## config.mk

```make
export PLATFORM = sky130hd
export DESIGN_NAME = mem_cmd_queue
export DESIGN_NICKNAME = d
export VERILOG_FILES = /design/src/rtl/mem_cmdq_pkg.sv /design/src/rtl/mem_cmd_fifo.sv /design/src/rtl/mem_cmd_queue.sv
export SDC_FILE = /design/constraint.sdc
export NUM_CORES = 1
export LEC_CHECK = 0
export ABC_CLOCK_PERIOD_IN_PS = 2800
export CAP_MARGIN = 15
export CELL_PAD_IN_SITES_DETAIL_PLACEMENT = 0
export CELL_PAD_IN_SITES_GLOBAL_PLACEMENT = 1
export CORE_ASPECT_RATIO = 1.25
export CORE_MARGIN = 5
export CORE_UTILIZATION = 29
export DETAILED_ROUTE_END_ITERATION = 16
export PLACE_DENSITY_LB_ADDON = 0.1
export SLEW_MARGIN = 40
export SYNTH_ARGS = -nofsm -noshare
export SYNTH_HDL_FRONTEND = slang
export SYNTH_SLANG_ARGS = --single-unit
```

## constraint.sdc

```tcl
create_clock -name clk -period 2.8 [get_ports clk]
set_input_delay 0.28 -clock clk [delete_from_list [all_inputs] [get_ports clk]]
set_output_delay 0.28 -clock clk [all_outputs]
set_load 0.02 [all_outputs]
```

## src/rtl/mem_cmdq_pkg.sv

```systemverilog
// Shared types for the memory command queue: command record, FSM states and opcode constants.
// The address width widens to 5 bits when CMDQ_ADDR_CHK_EN is defined so out-of-range addresses are expressible.
package mem_cmdq_pkg;

  localparam int CMDQ_WIDTH = 8;
  localparam int CMDQ_DEPTH = 16;
`ifdef CMDQ_ADDR_CHK_EN
  localparam int CMDQ_ADDR_WIDTH = 5;
`else
  localparam int CMDQ_ADDR_WIDTH = 4;
`endif

  localparam logic WR = 1'b1;
  localparam logic RD = 1'b0;

  typedef struct packed {
    logic                       wr_rd;
    logic [CMDQ_ADDR_WIDTH-1:0] addr;
    logic [CMDQ_WIDTH-1:0]      wdata;
  } cmd_t;

  typedef enum logic [1:0] {
    IDLE  = 2'd0,
    ISSUE = 2'd1,
    RESP  = 2'd2
  } cmdq_state_e;

  function automatic logic addr_in_range(input logic [CMDQ_ADDR_WIDTH-1:0] a,
                                         input int unsigned depth);
    return 32'(a) < depth;
  endfunction

endpackage

```

## src/rtl/mem_cmd_fifo.sv

```systemverilog
// Synchronous command FIFO; pointers carry one extra wrap bit so full and empty are distinguishable.
// The head entry is presented combinationally so a pop and its data land in the same cycle.
module mem_cmd_fifo
  import mem_cmdq_pkg::*;
#(
  parameter int FIFO_DEPTH = 4
) (
  input  logic                          clk,
  input  logic                          rst,
  input  logic                          push_i,
  input  cmd_t                          push_cmd_i,
  input  logic                          pop_i,
  output cmd_t                          head_o,
  output logic                          full_o,
  output logic                          empty_o,
  output logic [$clog2(FIFO_DEPTH):0]   fill_o
);

  localparam int PW = $clog2(FIFO_DEPTH);

  cmd_t          mem_q [FIFO_DEPTH];
  logic [PW:0]   wr_ptr_q;
  logic [PW:0]   rd_ptr_q;
  logic          do_push;
  logic          do_pop;

  assign full_o  = (wr_ptr_q[PW] != rd_ptr_q[PW]) &&
                   (wr_ptr_q[PW-1:0] == rd_ptr_q[PW-1:0]);
  assign empty_o = (wr_ptr_q == rd_ptr_q);
  assign fill_o  = wr_ptr_q - rd_ptr_q;
  assign head_o  = mem_q[rd_ptr_q[PW-1:0]];

  assign do_push = push_i && !full_o;
  assign do_pop  = pop_i && !empty_o;

  always_ff @(posedge clk or posedge rst) begin
    if (rst) begin
      wr_ptr_q <= '0;
      rd_ptr_q <= '0;
    end else begin
      if (do_push) wr_ptr_q <= wr_ptr_q + 1'b1;
      if (do_pop)  rd_ptr_q <= rd_ptr_q + 1'b1;
    end
  end

  // Storage needs no reset: an entry is only read after it has been written.
  always_ff @(posedge clk) begin
    if (do_push) mem_q[wr_ptr_q[PW-1:0]] <= push_cmd_i;
  end

endmodule

```

## src/rtl/mem_cmd_queue.sv

```systemverilog
// Command queue in front of the memory: buffers producer commands, issues them one at a time, returns read data.
// Define CMDQ_ADDR_CHK_EN to reject commands whose address is >= DEPTH (bad reads answer with r_err=1).
module mem_cmd_queue
  import mem_cmdq_pkg::*;
#(
  parameter int WIDTH      = CMDQ_WIDTH,
  parameter int DEPTH      = CMDQ_DEPTH,
  parameter int ADDR_WIDTH = CMDQ_ADDR_WIDTH,
  parameter int FIFO_DEPTH = 4
) (
  input  logic                          clk,
  input  logic                          res,
  input  logic                          s_valid,
  output logic                          s_ready,
  input  logic                          s_wr_rd,
  input  logic [ADDR_WIDTH-1:0]         s_addr,
  input  logic [WIDTH-1:0]              s_wdata,
  output logic                          m_valid,
  input  logic                          m_ready,
  output logic                          m_wr_rd,
  output logic [ADDR_WIDTH-1:0]         m_addr,
  output logic [WIDTH-1:0]              m_wdata,
  input  logic [WIDTH-1:0]              m_rdata,
  output logic                          r_valid,
  input  logic                          r_ready,
  output logic [WIDTH-1:0]              r_data,
  output logic                          r_err,
  output logic [$clog2(FIFO_DEPTH):0]   fill
);

`ifdef CMDQ_ADDR_CHK_EN
  localparam logic ADDR_CHK = 1'b1;
`else
  localparam logic ADDR_CHK = 1'b0;
`endif

  // Valid/ready: a transfer happens on every rising edge where valid && ready; a source holds
  // valid and its payload stable until that edge, and ready may depend on nothing of the source.
  cmdq_state_e             state_q;
  cmd_t                    s_cmd;
  cmd_t                    head;
  logic                    push;
  logic                    pop;
  logic                    full;
  logic                    empty;
  logic                    head_bad;

  logic                    m_valid_q;
  logic                    m_wr_rd_q;
  logic [ADDR_WIDTH-1:0]   m_addr_q;
  logic [WIDTH-1:0]        m_wdata_q;
  logic                    r_valid_q;
  logic [WIDTH-1:0]        r_data_q;
  logic                    r_err_q;

  // No pop-dependent accept: a full queue refuses even if the head leaves this cycle.
  assign s_ready = !full && !res;
  assign push    = s_valid && s_ready;
  assign s_cmd   = '{wr_rd: s_wr_rd, addr: s_addr, wdata: s_wdata};
  assign pop     = (state_q == IDLE) && !empty;

  // Folds to constant 0 when the address check is compiled out, so r_err stays tied low.
  assign head_bad = ADDR_CHK && !addr_in_range(head.addr, DEPTH);

  mem_cmd_fifo #(
    .FIFO_DEPTH (FIFO_DEPTH)
  ) u_fifo (
    .clk        (clk),
    .rst        (res),
    .push_i     (push),
    .push_cmd_i (s_cmd),
    .pop_i      (pop),
    .head_o     (head),
    .full_o     (full),
    .empty_o    (empty),
    .fill_o     (fill)
  );

  always_ff @(posedge clk or posedge res) begin
    if (res) begin
      state_q   <= IDLE;
      m_valid_q <= 1'b0;
      m_wr_rd_q <= 1'b0;
      m_addr_q  <= '0;
      m_wdata_q <= '0;
      r_valid_q <= 1'b0;
      r_data_q  <= '0;
      r_err_q   <= 1'b0;
    end else begin
      case (state_q)
        IDLE: begin
          if (!empty) begin
            if (head_bad) begin
              // Bad writes vanish; bad reads still owe the producer a response.
              if (head.wr_rd == RD) begin
                r_valid_q <= 1'b1;
                r_data_q  <= '0;
                r_err_q   <= 1'b1;
                state_q   <= RESP;
              end
            end else begin
              m_valid_q <= 1'b1;
              m_wr_rd_q <= head.wr_rd;
              m_addr_q  <= head.addr;
              m_wdata_q <= head.wdata;
              state_q   <= ISSUE;
            end
          end
        end
        ISSUE: begin
          if (m_ready) begin
            m_valid_q <= 1'b0;
            if (m_wr_rd_q == RD) begin
              r_valid_q <= 1'b1;
              r_data_q  <= m_rdata;
              r_err_q   <= 1'b0;
              state_q   <= RESP;
            end else begin
              state_q   <= IDLE;
            end
          end
        end
        RESP: begin
          // Blocking here keeps read responses in command order.
          if (r_ready) begin
            r_valid_q <= 1'b0;
            state_q   <= IDLE;
          end
        end
        default: state_q <= IDLE;
      endcase
    end
  end

  assign m_valid = m_valid_q;
  assign m_wr_rd = m_wr_rd_q;
  assign m_addr  = m_addr_q;
  assign m_wdata = m_wdata_q;
  assign r_valid = r_valid_q;
  assign r_data  = r_data_q;
  assign r_err   = r_err_q;

endmodule
```

* Word-level counts from Yosys, hierarchy flattened
Memories as Yosys holds them, arrays and structs flattened. A register that Yosys moved wholly into a read port is not among the register bits. Cells that the tools add are included.
Operators by class: add/sub/neg operators 3, multiply operators 0, divide/modulo/power cells 0, magnitude comparators 0, equality and inequality tests 9, shift operators 0, multiplexer cells 14, bitwise operators 2, reduce and logical (&&, ||, !) cells 17
Operator list (count):
- AND reduction 3 bit | 3
- 2-to-1 mux 2 bit | 4
- inequality test 2 bit (second input constant) | 4
- 2-to-1 mux 1 bit | 7
- adder 3 x 1 -> 3 bit (second input constant) | 2
- logical AND 1 bit | 6
- one-hot mux 2 bit (3 select lines) | 1
- one-hot mux 1 bit (2 select lines) | 2
- AND reduction 4 bit | 1
- nonzero test 2 bit | 2
- equality test 3 bit | 1
- zero test 1 bit | 3
- subtractor 3 bit | 1
- equality test 2 x 1 -> 1 bit (second input constant) | 1
- equality test 2 bit | 1
- equality test 2 bit (second input constant) | 1
- zero test 2 bit | 1
- NOT 1 bit | 2
- AND reduction 2 bit | 1
- inequality test 1 bit | 1
Word-level totals: register bits after elaboration 18, latch bits 0, memory bits (writable) 52, ROM bits 0, output and inout port bits 28, word-level logic and storage cells 52, memories 1
Memories:
- u_fifo.mem_q | depth 4, bits a word 13, read ports 1, clocked after memory_dff 1, write ports 1, line mem_cmd_fifo.sv:21 | cmd_t mem_q [FIFO_DEPTH];

* Longest topological paths before layout
depth in word-level cells 8, gate-level depth with buffers 7, depth with buffers taken out 5

* By module
A second synthesis with hierarchy kept.
Second synthesis, totals: cells, all modules 183, area, all modules 3383.2 um^2
Modules (own cells, without submodules):
- mem_cmd_fifo | instances 1, cells each 114, area an instance 2341.0 um^2
- mem_cmd_queue | instances 1, cells each 69, area an instance 1042.2 um^2

* Least setup slack after synthesis
OpenSTA, ideal clock, no wires.
path type reg-to-reg, start reg u_fifo.rd_ptr_q[1], end mem u_fifo.mem_q[0][0] (netlist bit) (enable), arrival 2025 ps, required time 2439 ps, setup slack 414 ps, stages on the path, launching flop included 6, buffers on the path 1, period minus slack after synthesis 2386 ps, cell sequence dfrtp_1 buf_2 inv_1 ha_1 a31oi_1 and3_1
On the way: longest elaborated chain between the ends 8
RTL lines:
- from (decl) | line mem_cmd_fifo.sv:23 | logic [PW:0] rd_ptr_q;
- from (signal assigned) | line mem_cmd_fifo.sv:42 | if (do_pop) rd_ptr_q <= rd_ptr_q + 1'b1;
- equality test 2 bit | line mem_cmd_fifo.sv:28 | (wr_ptr_q[PW-1:0] == rd_ptr_q[PW-1:0]);
- logical AND 1 bit | line mem_cmd_fifo.sv:27 | assign full_o = (wr_ptr_q[PW] != rd_ptr_q[PW]) &&
- zero test 1 bit | line mem_cmd_queue.sv:57 | assign s_ready = !full && !res;
- logical AND 1 bit | line mem_cmd_queue.sv:57
- via s_ready | line mem_cmd_queue.sv:14 | output logic s_ready,
- logical AND 1 bit | line mem_cmd_queue.sv:58 | assign push = s_valid && s_ready;
- logical AND 1 bit | line mem_cmd_fifo.sv:33 | assign do_push = push_i && !full_o;
- 2-to-1 mux 1 bit | line mem_cmd_fifo.sv:48 | if (do_push) mem_q[wr_ptr_q[PW-1:0]] <= push_cmd_i;
- 2-to-1 mux 1 bit (not written as such) | line mem_cmd_fifo.sv:48
- to (decl) | line mem_cmd_fifo.sv:21
The timed path passes the listed nets, and every way through them passes these cells.

* Worst setup path in the final report
start reg u_fifo.wr_ptr_q[0], end out fill[2]
On the way: longest elaborated chain between the ends 1
RTL lines:
- from (decl) | line mem_cmd_fifo.sv:22 | logic [PW:0] wr_ptr_q;
- from (signal assigned) | line mem_cmd_fifo.sv:41 | if (do_push) wr_ptr_q <= wr_ptr_q + 1'b1;
- subtractor 3 bit | line mem_cmd_fifo.sv:30 | assign fill_o = wr_ptr_q - rd_ptr_q;
- to (decl) | line mem_cmd_queue.sv:28 | output logic [$clog2(FIFO_DEPTH):0] fill
Every way passes these cells.

==> out/qor.csv <==
stage,metric,value,unit
routing,drc,0,
global_route,grt_pass1_vias,1943,
sta,fin_crit_sh,0.886,
critical_path,critical-path-top-delay-family,buffers and inverters,
logic_synthesis,synth_ff_type,edfxtp_1,
sta,slew_viol_final,0,
sta,hold_viol,0,
logic_synthesis,synth_async_sr_flop_share,0.373,
critical_path,path_cells,"inv_1, ha_1, fa_1, xnor2_1, clkdlybuf4s50_1",
critical_path,r2r_slack,750,ps
critical_path,cp-end-kind,primary output,
global_route,grt_antenna_before_repair,0,
outcome,status,"finished, final reports clean",
logic_synthesis,yosys_register_bits,83,
placement,routabilityCongestion,0.749,
critical_path,crit-reg2reg-launch,u_fifo.wr_ptr_q[0]$_DFFE_PP0P_,
floorplan,num_rows,43,
sta,finClkSkew,5.99,ps
logic_synthesis,synth.distinct_cells,27,
routing,drtPass1Iterations,4,
final_layout,layout.nets,267,
clock_tree,h-tree-depth,3,
logic_synthesis,yosysWarnings,0,
critical_path,start_kind,flip-flop,
critical_path,critPathMaxFanout,4,
critical_path,crit_path_start,u_fifo.wr_ptr_q[0]$_DFFE_PP0P_,
sta,grt_setup_unrepaired,false,
power,ir_drop,0.371,mV
routing,detail-route-antenna-nets,0,
clock_tree,cts_root_buf,clkbuf_16,
routing,drt_wl_total,6.59,mm
sta,fin_tns_setup,0,ps
critical_path,worst-r2r-cell-count,5,
floorplan,initial_core_util,0.296,
critical_path,worst_ep_required_time,2520,ps
clock_tree,cts_setup_buffers,0,
clock_tree,tritoncts,yes,
hold_path,hp-class,in2async,
sta,fin_crit,2480,ps
floorplan,die_w,105,µm
sta,clock.fmax,403,MHz
sta,slew_headroom,0.555,
logic_synthesis,seq_area_frac_synth,0.708,
final_layout,final_cell_mix,"52 x clkdlybuf4s50_1, 52 x edfxtp_1, 31 x dfrtp_1",
clock_tree,clkTransAtPathRegs,60,ps
sta,hold_ws,351,ps
routing,drtIter0Drc,40,
critical_path,path_buf_inv,2,
global_route,grt_first_pass_wirelength,10.6,mm
clock_tree,clock_sinks,83,
global_route,grt_max_degree,22,
placement,dp_hpwl,4.40,mm
floorplan,core_area,0.0111,mm²
critical_path,crit_cells,5,
sta,tightest_slew,667,ps
clock_tree,cts_buffers,9,
critical_path,worst_path_max_delay_cell,clkdlybuf4s50_1,
critical_path,cp-endpoint,fill[2],
clock_tree,hold_buffers,0,
critical_path,r2r_end,u_fifo.mem_q[3][8]$_DFFE_PP_,
placement,placed_area,0.00400,mm²
final_layout,drive_above_1_share,0.252,
sta,setup_viol,0,
critical_path,arrival,2200,ps
floorplan,fp.dieH,129,µm
placement,io_buffers,52,
logic_synthesis,synth_edf_count,52,
logic_synthesis,synthCells,168,
logic_synthesis,syn_avg_cell_area,19.7,µm²
clock_tree,clock_latency,330,ps
final_layout,fin_area,0.00433,mm²
routing,wire_per_inst,17.7,µm
global_route,grt-ovfl-total,0,
logic_synthesis,synth_nets,202,
final_layout,antenna_cells,0,
routing,vias_per_cell,4.50,
power,power_density,1220,mW/mm²
routing,num_vias,1680,
power,leakage,0.00163,µW
critical_path,setup.worst_path.class,reg2out,
clock_tree,clockBufferDepth,2,
floorplan,die_area,0.0136,mm²
final_layout,area_growth,31.2,%
clock_tree,ctsResizeCount,0,
job,drv_cap,0,
global_route,grt.total_usage,0.105,
logic_synthesis,netlist_area,0.00330,mm²
floorplan,ios,54,
critical_path,slowest_delay,620,ps
worst min-delay path by stage:
stage                              to                 from  cells past startpoint  slack [ps]
4_1_cts        m_wdata[6]$_DFFE_PP0P_                  res                      2         370
2_1_floorplan     r_valid$_DFFE_PP0P_              r_ready                      1         360
3_3_place_gp      m_valid$_DFFE_PP0P_  m_valid$_DFFE_PP0P_                      2         470
5_1_grt        state_q[0]$_DFFE_PP0P_                  res                      2         400
3_5_place_dp      m_valid$_DFFE_PP0P_  m_valid$_DFFE_PP0P_                      2         490
6_report       state_q[0]$_DFFE_PP0P_                  res                      2         350
cell usage after synthesis (2+ instances only):
| master | n | area [µm²] |
|---|---|---|
| mux2_2 | 16 | 180 |
| inv_1 | 8 | 30.0 |
| ha_1 | 7 | 87.6 |
| mux4_2 | 13 | 293 |
| dfrtp_1 | 31 | 776 |
| edfxtp_1 | 52 | 1560 |
| and3_1 | 3 | 18.8 |
| mux2_4 | 7 | 105 |
| buf_6 | 3 | 33.8 |
| o211ai_1 | 2 | 15.0 |
| nand2_1 | 3 | 11.3 |
| xnor2_1 | 6 | 52.6 |
| o21ai_0 | 2 | 10.0 |
| nor2b_1 | 2 | 12.5 |
cell type report:
cell class,instances,area [µm²]
fill,1005,6810
clock inverter,5,101
timing repair buffer,59,573
multi-input combinational,72,888
inverter,8,30.0
sequential,83,2340
tap,135,169
clock buffer,11,233
where the power goes:
part / switching (µW) / total, µW / internal [µW]
logic: 1030 / 2170 / 1140
registers: 180 / 1830 / 1650
clock network: 436 / 1300 / 868
total: 1650 / 5300 / 3650
routing by layer:
layer / vias up / global-route usage / wire length, µm
met2: 50 / 0.186 / 3340
met1: 857 / 0.117 / 2740
met4: 0 / 0.0541 / 140
met5: - / 0 / 0
li1: 762 / - / -
met3: 11 / 0.0279 / 364
cell families after synthesis:
logic type               count (synthesis)  synth area share
adder cells (fa/ha/maj)                  8            0.0326
other                                    1           0.00114
buffers and inverters                   13            0.0231
AND/OR/NAND/NOR                         12            0.0201
multiplexers                            36             0.175
AO/OA/AOI/OAI                            8            0.0193
flip-flops                              83             0.708
XOR/XNOR                                 7            0.0208
stage by stage:
step,utilization,power (µW),std cells,worst slack [ps]
2_1_floorplan,-,3260,168,414
3_3_place_gp,0.359,4040,357,692
3_5_place_dp,0.359,4080,357,642
4_1_cts,0.389,5410,373,279
5_1_grt,0.389,5630,373,232
6_report,0.389,5300,373,320
registers in the layout, summed over array words and instances, names as in the netlist, 2 cells and up:
name / cells
u_fifo.rd_ptr_q: 3
r_data: 8
u_fifo.wr_ptr_q: 3
m_addr: 4
m_wdata: 8
state_q: 2
u_fifo.mem_q: 52
Note: power is estimated with default switching activity, not from simulation.
